## src/rtl/arm_mem_pkg.sv

```systemverilog
// Shared types and defaults for the memory-stage SRAM controller.
// Holds the controller state enum and default address-map parameters.
package arm_mem_pkg;

    typedef enum logic [1:0] {
        IDLE,
        LOW,
        HIGH,
        DONE
    } state_t;

    localparam int          SRAM_DW       = 16;
    localparam logic [31:0] DEF_BASE_ADDR = 32'd1024;
    localparam int          DEF_SRAM_AW   = 18;

endpackage

```

## src/rtl/sram_controller.sv

```systemverilog
// Memory-stage controller: splits 32-bit loads/stores into two 16-bit
// asynchronous SRAM accesses, low half first, stalling via ready.
// Ports: clk, rst (sync, active-high); rd_en, wr_en, address, wr_data
// from the MEM stage; rd_data, ready to the pipeline; sram_addr,
// sram_dq_out, sram_dq_in, sram_dq_oe, sram_we_n to the SRAM pins
// (the tristate buffer lives at the top level).
// Optional SRAM_ADDR_CHECK_EN adds addr_err and rejects out-of-range
// requests without touching the SRAM; otherwise addresses truncate.
module sram_controller
    import arm_mem_pkg::*;
#(
    parameter logic [31:0] BASE_ADDR   = DEF_BASE_ADDR,
    parameter int          SRAM_AW     = DEF_SRAM_AW,
    parameter int          WAIT_CYCLES = 2
) (
    input  logic               clk,
    input  logic               rst,
    input  logic               rd_en,
    input  logic               wr_en,
    input  logic [31:0]        address,
    input  logic [31:0]        wr_data,
    output logic [31:0]        rd_data,
    output logic               ready,
    output logic [SRAM_AW-1:0] sram_addr,
    output logic [SRAM_DW-1:0] sram_dq_out,
    input  logic [SRAM_DW-1:0] sram_dq_in,
    output logic               sram_dq_oe,
`ifdef SRAM_ADDR_CHECK_EN
    output logic               addr_err,
`endif
    output logic               sram_we_n
);

    localparam int CW = (WAIT_CYCLES > 1) ? $clog2(WAIT_CYCLES) : 1;
    localparam logic [CW-1:0] CNT_MAX = CW'(WAIT_CYCLES - 1);

    state_t              state;
    logic [CW-1:0]       cnt;
    logic                op_wr;
    logic [SRAM_AW-2:0]  word_q;
    logic [31:0]         data_q;

    logic [31:0]         off;
    logic [SRAM_AW-2:0]  word;
    logic                in_range;
    logic                req;
    logic                unused_off;

    assign off  = address - BASE_ADDR;
    assign word = off[SRAM_AW:2];
    assign req  = rd_en | wr_en;

    // Byte offset bits and (without the check) the upper bits are dropped.
    assign unused_off = ^{off[1:0], off[31:SRAM_AW+1]};

`ifdef SRAM_ADDR_CHECK_EN
    assign in_range = (address >= BASE_ADDR) &&
                      (off[31:SRAM_AW+1] == '0);
`else
    assign in_range = 1'b1;
`endif

    assign ready = (state == IDLE && !req) || (state == DONE);

    always_ff @(posedge clk) begin
        if (rst) begin
            state       <= IDLE;
            cnt         <= '0;
            op_wr       <= 1'b0;
            word_q      <= '0;
            data_q      <= '0;
            rd_data     <= '0;
            sram_addr   <= '0;
            sram_dq_out <= '0;
            sram_dq_oe  <= 1'b0;
            sram_we_n   <= 1'b1;
`ifdef SRAM_ADDR_CHECK_EN
            addr_err    <= 1'b0;
`endif
        end else begin
`ifdef SRAM_ADDR_CHECK_EN
            addr_err <= 1'b0;
`endif
            unique case (state)
                IDLE: begin
                    if (req) begin
                        op_wr  <= wr_en;
                        word_q <= word;
                        data_q <= wr_data;
                        cnt    <= '0;
                        if (in_range) begin
                            // Pins are set up on this edge so the low
                            // half is held for the full LOW window.
                            state       <= LOW;
                            sram_addr   <= {word, 1'b0};
                            sram_dq_out <= wr_data[15:0];
                            sram_dq_oe  <= wr_en;
                            sram_we_n   <= ~wr_en;
                        end else begin
                            state <= DONE;
                            if (!wr_en) rd_data <= '0;
`ifdef SRAM_ADDR_CHECK_EN
                            addr_err <= 1'b1;
`endif
                        end
                    end
                end
                LOW: begin
                    if (cnt == CNT_MAX) begin
                        if (!op_wr) rd_data[15:0] <= sram_dq_in;
                        cnt         <= '0;
                        state       <= HIGH;
                        sram_addr   <= {word_q, 1'b1};
                        sram_dq_out <= data_q[31:16];
                    end else begin
                        cnt <= cnt + 1'b1;
                    end
                end
                HIGH: begin
                    if (cnt == CNT_MAX) begin
                        if (!op_wr) rd_data[31:16] <= sram_dq_in;
                        cnt        <= '0;
                        state      <= DONE;
                        sram_dq_oe <= 1'b0;
                        sram_we_n  <= 1'b1;
                    end else begin
                        cnt <= cnt + 1'b1;
                    end
                end
                DONE: begin
                    state <= IDLE;
                end
            endcase
        end
    end

endmodule

```

## config.mk

```make
export PLATFORM = sky130hd
export DESIGN_NAME = sram_controller
export DESIGN_NICKNAME = d
export VERILOG_FILES = /design/src/rtl/arm_mem_pkg.sv /design/src/rtl/sram_controller.sv
export SDC_FILE = /design/constraint.sdc
export NUM_CORES = 1
export LEC_CHECK = 0
export CORE_MARGIN = 2
export CORE_UTILIZATION = 32
export CTS_CLUSTER_SIZE = 24
export DETAILED_ROUTE_END_ITERATION = 10
export PLACE_DENSITY = 0.65
export SLEW_MARGIN = 20
export SYNTH_ARGS = -nofsm -noshare
export SYNTH_HDL_FRONTEND = slang
export SYNTH_SLANG_ARGS = --single-unit
```

## constraint.sdc

```tcl
create_clock -name clk -period 2.53 [get_ports clk]
set_input_delay 0.506 -clock clk [delete_from_list [all_inputs] [get_ports clk]]
set_output_delay 0.506 -clock clk [all_outputs]
set_load 0.01 [all_outputs]
```

==> impl_metrics.yaml, run 1 <==
run_status:
  outcome: "finished, final reports clean"
min_path:
  hold_start: "word_q[2]$_SDFFE_PP0P_"
  hold_depth: 2
  min_to: "word_q[2]$_SDFFE_PP0P_"
  hold_class: "register to register"
drt:
  via_count: 3813
  via_per_inst: 4.74
  dr.pass1.iters: 4
  drt_iter0_markers: 189
  ant_nets: 0
  drc: 0
  wirelength_um: 11100
  wl_per_cell_um: 13.8
clocking:
  cts_resized: 2
  numCtsBuffers: 9
  clock_sinks: 105
  clkLatencyLatePin_ns: 0.35
  cts_setup_buffers: 0
  clockRootBuffer: "clkbuf_16"
  ctsHoldBuffers: 0
  h-tree-depth: 3
  clock_path_buffers: 2
  path_clk_slew_ns: 0.07
  cts_tree: "yes"
job:
  drv_cap: 0
critical_path:
  reg2regPathDepth: 8
  reg2reg_to: "sram_addr[10]$_SDFFE_PP0P_"
  worst-r2r-setup-slack_ns: 0.49
  arrival_ns: 1.79
  path_class: "register to output port"
  crit_path_max_fanout: 4
  cpLargestDelayFamily: "simple AND/OR/NAND/NOR gates"
  startpoint: "state[1]$_SDFFE_PP0P_"
  worstSetupStartpointType: "register"
  reg2reg_from: "state[1]$_SDFFE_PP0P_"
  critical_path.endpoint_type: "output port"
  crit_chain: "inv_1 > ha_1 > or3b_2 > nand2b_1 > dlygate4sd2_1"
  cp_num_buf_inv: 2
  cp_slowest_cell: "or3b_2"
  crit_required_ns: 2.02
  cp_slowest_stage_delay_ns: 0.46
  crit_cells: 5
floorplan:
  pin_count: 153
  die_area_mm2: 0.0142
  core_area_mm2: 0.0131
  rows: 42
  initial_core_util_pct: 32.4
  fp.dieW_um: 119
  die_h_um: 119
sta:
  grt_setup_unrepaired: "no"
  final.hold.worst_slack_ns: 0.453
  fmax_mhz: 436
  slew_violations: 0
  fin_skew_ns: 0.00605
  tightest_slew_ns: 0.626
  setup_ws_ns: 0.235
  hold_viol: 0
  finalCritPeriodShare_pct: 90.7
  setup_viol: 0
  post-route-min-period_ns: 2.30
  fin_tns_setup_ns: 0
  relSlewSlack_pct: 58.3
yosys:
  synthCells: 500
  synth_warnings: 0
  seq_area_frac_synth_pct: 49.6
  syn_nets: 590
  synth_cell_types: 43
  synth_area_leader_cell: "dfxtp_1"
  netlist_top_cells_count: "nand2_1 (128), dfxtp_1 (105), a21oi_1 (66), nor2_1 (40), a211oi_1 (30)"
  synth-seq-cells: 105
  syn_area_mm2: 0.00424
  async_flop_share_pct: 0
  yosys-top-cells-area: "dfxtp_1 (50%), nand2_1 (11%), a21oi_1 (7.8%)"
  synth_edf_count: 0
  dominantRegCellSynth: "dfxtp_1"
  netlist.area_leader.share_pct: 49.6
  synth.most_common_cell: "nand2_1"
  avgSynthCellArea_um2: 8.48
pwr:
  p_leak_nw: 2.22
  p_per_area_mw_per_mm2: 1090
  ir_drop_mv: 0.659
placed_design:
  port_buffers: 137
  dpl_cell_area_mm2: 0.00581
  hpwl_um: 7460
  dp_slack_ns: 0.00986
  place.gp.congestion: 0.755
finish:
  diodes: 0
  drive_above_1_share_pct: 6.84
  syn_to_final_growth_pct: 45.1
  fin_area_mm2: 0.00616
  num-nets-final: 714
  fill_cells: 1218
grt:
  grt_pass1_vias: 3708
  antenna_found_initial: 1
  grt_overflow: 0
  track_usage_pct: 16.0
  grt_start_max_net_pins: 95
  grt_first_pass_wirelength_um: 18300
==> power by group <==
group / switching, mW / leakage (nW) / internal (mW)
clock: 0.629 / 0.162 / 0.967
sequential: 0.227 / 0.862 / 2.09
combinational: 1.48 / 1.20 / 1.32
total: 2.33 / 2.22 / 4.38
==> layout by cell type (no fill, tap or decap), types with 3 or more instances in the layout <==
master | netlist | routed
buf_4 | 1 | 10
mux2i_1 | 28 | 28
nand3_1 | 4 | 4
ha_1 | 6 | 5
nand4_1 | 3 | 3
xnor2_1 | 5 | 5
a21oi_1 | 66 | 66
buf_12 | 0 | 3
nand2b_1 | 3 | 3
o21ai_0 | 10 | 10
inv_1 | 5 | 4
clkdlybuf4s50_1 | 0 | 135
dfxtp_1 | 105 | 105
clkbuf_16 | 0 | 9
nor2_1 | 40 | 40
a211oi_1 | 30 | 30
bufinv_16 | 0 | 3
nand2_1 | 128 | 128
==> worst max-delay path by stage <==
stage	to	slack [ns]
5_1_grt	ready	0.12
3_3_place_gp	ready	0.001
3_5_place_dp	ready	0.01
6_report	ready	0.23
2_1_floorplan	ready	0.70
4_1_cts	ready	0.22
==> layout make-up <==
type	count	area (um2)	share of cell area [%]
Clock inverter	7	119	1.93
Multi-Input combinational cell	352	1970	32.0
Clock buffer	9	225	3.66
Tap cell	176	220	3.58
Timing Repair Buffer	150	1500	24.4
Inverter	6	22.5	0.366
Sequential cell	105	2100	34.1
==> per-layer routing <==
layer  part of all wire, %  GRT usage [%]  wire length (um)  up-vias
li1                      -              -                 -     1937
met5                  0.12              0                13        -
met3                   9.5           6.80              1060       18
met2                    44           25.2              4920      123
met4                   1.6           5.88               175        2
met1                    45           19.4              4970     1733
==> per-stage QoR <==
stage	utilization (%)	power, mW	instances
2_1_floorplan	-	4.01	500
3_3_place_gp	44.4	5.11	789
3_5_place_dp	44.4	5.19	789
4_1_cts	47.0	6.80	805
5_1_grt	47.0	7.16	805
6_report	47.0	6.71	805
==> worst register-to-register path, cell delays in order, from the launching register on <==
cell and delay [ns]:
dfxtp_1 0.38, inv_1 0.10, ha_1 0.20, buf_4 0.16, nor3b_2 0.19, nor2_4 0.35, buf_4 0.29, mux2i_1 0.20
nor2_1 0.05
==> state kept, by name, summed over array words and instances, names as in the netlist <==
signal,count
cnt,1
sram_dq_oe,1
data_q,16
sram_dq_out,16
sram_addr,18
sram_we_n,1
word_q,17
op_wr,1
state,2
rd_data,32
==> cells by family (layout without fill, tap and decap cells) <==
family | Yosys count | in the layout | synth area share [%]
AOI/OAI and AO/OA | 119 | 119 | 17.1
and+or+nand+nor | 191 | 191 | 19.0
xor gates and xnor gates | 7 | 7 | 1.45
adders and majority gates | 6 | 6 | 1.77
buffers and inverters | 43 | 172 | 4.22
DFF | 105 | 105 | 49.6
muxes | 29 | 29 | 6.87
Note: power is estimated with default switching activity, not from simulation.
==> inputs of run 2 (changes only) <==
- CORE_MARGIN: 2 -> not set
- GPL_TIMING_DRIVEN: not set -> 0
==> impl_metrics.yaml, run 2 (synthesis results as in run 1) <==
run_status:
  outcome: "finished, final reports clean"
clocking:
  ctsHoldBuffers: 0
  path_clk_slew_ns: 0.07
  clockRootBuffer: "clkbuf_16"
  numCtsBuffers: 9
  clkLatencyLatePin_ns: 0.35
  cts_setup_buffers: 0
  cts_tree: "yes"
  clock_path_buffers: 2
  clock_sinks: 105
  h-tree-depth: 3
floorplan:
  rows: 41
  fp.dieW_um: 117
  die_area_mm2: 0.0137
  pin_count: 153
  initial_core_util_pct: 33.2
  die_h_um: 117
  core_area_mm2: 0.0128
pwr:
  ir_drop_mv: 0.441
  p_per_area_mw_per_mm2: 1070
  p_total_mw: 6.51
  p_leak_nw: 2.21
finish:
  layout_common_cells: "clkdlybuf4s50_1 (135), nand2_1 (128), dfxtp_1 (105)"
  num-nets-final: 737
  largest_register_ffs: 32
  syn_to_final_growth_pct: 44.0
  diodes: 0
  drive_above_1_share_pct: 6.13
  fin_area_mm2: 0.00611
  top_regs: "rd_data: 32 flops, sram_addr: 18 flops, word_q: 17 flops"
  top_register: "rd_data"
  mostFrequentLayoutCell: "clkdlybuf4s50_1"
grt:
  grt_overflow: 0
  gr-usage-met1_pct: 21.1
  grt-busiest-layer: "met2"
  grt_util_met2_pct: 29.9
  track_usage_pct: 17.8
  grt_first_pass_wirelength_um: 18500
  grt_pass1_vias: 3784
  grt_start_max_net_pins: 18
  antenna_found_initial: 0
  use_met3_pct: 6.64
sta:
  hold_viol: 0
  final.hold.worst_slack_ns: 0.454
  finalCritPeriodShare_pct: 90.1
  fmax_mhz: 439
  grt_setup_unrepaired: "no"
  tightest_slew_ns: 0.838
  relSlewSlack_pct: 43.7
  slew_violations: 0
  fin_skew_ns: 0.00834
  setup_viol: 0
  post-route-min-period_ns: 2.28
placed_design:
  hpwl_um: 8970
  dpl_cell_area_mm2: 0.00582
  place.gp.congestion: 0.774
  port_buffers: 136
drt:
  wl_per_cell_um: 14.6
  ant_nets: 0
  drc: 0
  via_count: 3967
  via_per_inst: 4.81
  wirelength_um: 12100
  dr.pass1.iters: 6
  drt_iter0_markers: 123
critical_path:
  arrival_ns: 1.77
  path_class: "register to output port"
  reg2reg_from: "state[1]$_SDFFE_PP0P_"
  crit_required_ns: 2.02
  reg2regPathDepth: 7
  critical_path.endpoint_type: "output port"
  crit_path_max_fanout: 9
  reg2reg_to: "sram_addr[14]$_SDFFE_PP0P_"
  worstSetupStartpointType: "register"
  worst-r2r-setup-slack_ns: 0.41
min_path:
  min_to: "rd_data[4]$_SDFFE_PP0P_"
  hold_depth: 2
  hold_class: "register to register"
  hold_start: "rd_data[4]$_SDFFE_PP0P_"
job:
  drv_cap: 0
==> run 2: area by class of cell <==
class,count,area [um2]
clock buffer,11,253
clock inverter,5,37.5
sequential,105,2100
inverter,6,22.5
fill,1203,6670
buffer,37,156
multi-input combinational,352,1960
tap,172,215
timing repair buffer,136,1360
==> run 2: metal layers <==
layer,vias up,routed length [um],part of all wire (%)
met1,1833,5380,45
met3,13,961,8.0
met2,132,5560,46
met4,0,160,1.3
met5,-,0,0
li1,1989,-,-
==> run 2: critical path, stage by stage (launching register included) <==
cell	delay (ns)
dfxtp_1	0.34
inv_1	0.11
ha_1	0.15
buf_2	0.16
or3b_4	0.43
nand2b_1	0.10
clkbuf_2	0.14
==> run 2: timing repair <==
action,in CTS,in global routing
setup endpoints to repair,1,1
hold endpoints to repair,0,0
resized for setup,2,3
==> run 2: worst max-delay path by stage <==
stage	start	to	slack, ns	depth (start not counted)
final	state[1]$_SDFFE_PP0P_	ready	0.25	6
after global routing	state[1]$_SDFFE_PP0P_	ready	0.1	6
after CTS	state[1]$_SDFFE_PP0P_	ready	0.10	6
after detailed placement	wr_en	ready	-0.22	4
after global placement	wr_en	ready	-0.24	4
after floorplan	state[0]$_SDFFE_PP0P_	ready	0.70	5
==> run 2: stage by stage <==
stage | setup WS, ns | instances | utilization (%) | setup TNS, ns
final | 0.252 | 824 | 47.8 | 0
after floorplan | 0.696 | 500 | - | 0
after detailed placement | -0.224 | 808 | 45.5 | -0.224
after CTS | 0.103 | 824 | 47.8 | 0
after global routing | 0.0988 | 824 | 47.8 | 0
after global placement | -0.245 | 808 | 45.5 | -0.245
==> run 2: power breakdown <==
part / leakage [nW] / internal, mW / switching, mW / total (mW)
clock: 0.144 / 0.729 / 0.637 / 1.37
combinational: 1.20 / 1.28 / 1.55 / 2.82
sequential: 0.862 / 2.09 / 0.233 / 2.32
==> inputs of run 3 (changes only) <==
- SLEW_MARGIN: 20 -> not set
==> results of run 3 <==
No change in the layout: final DEF, timing and power equal those of run 2.
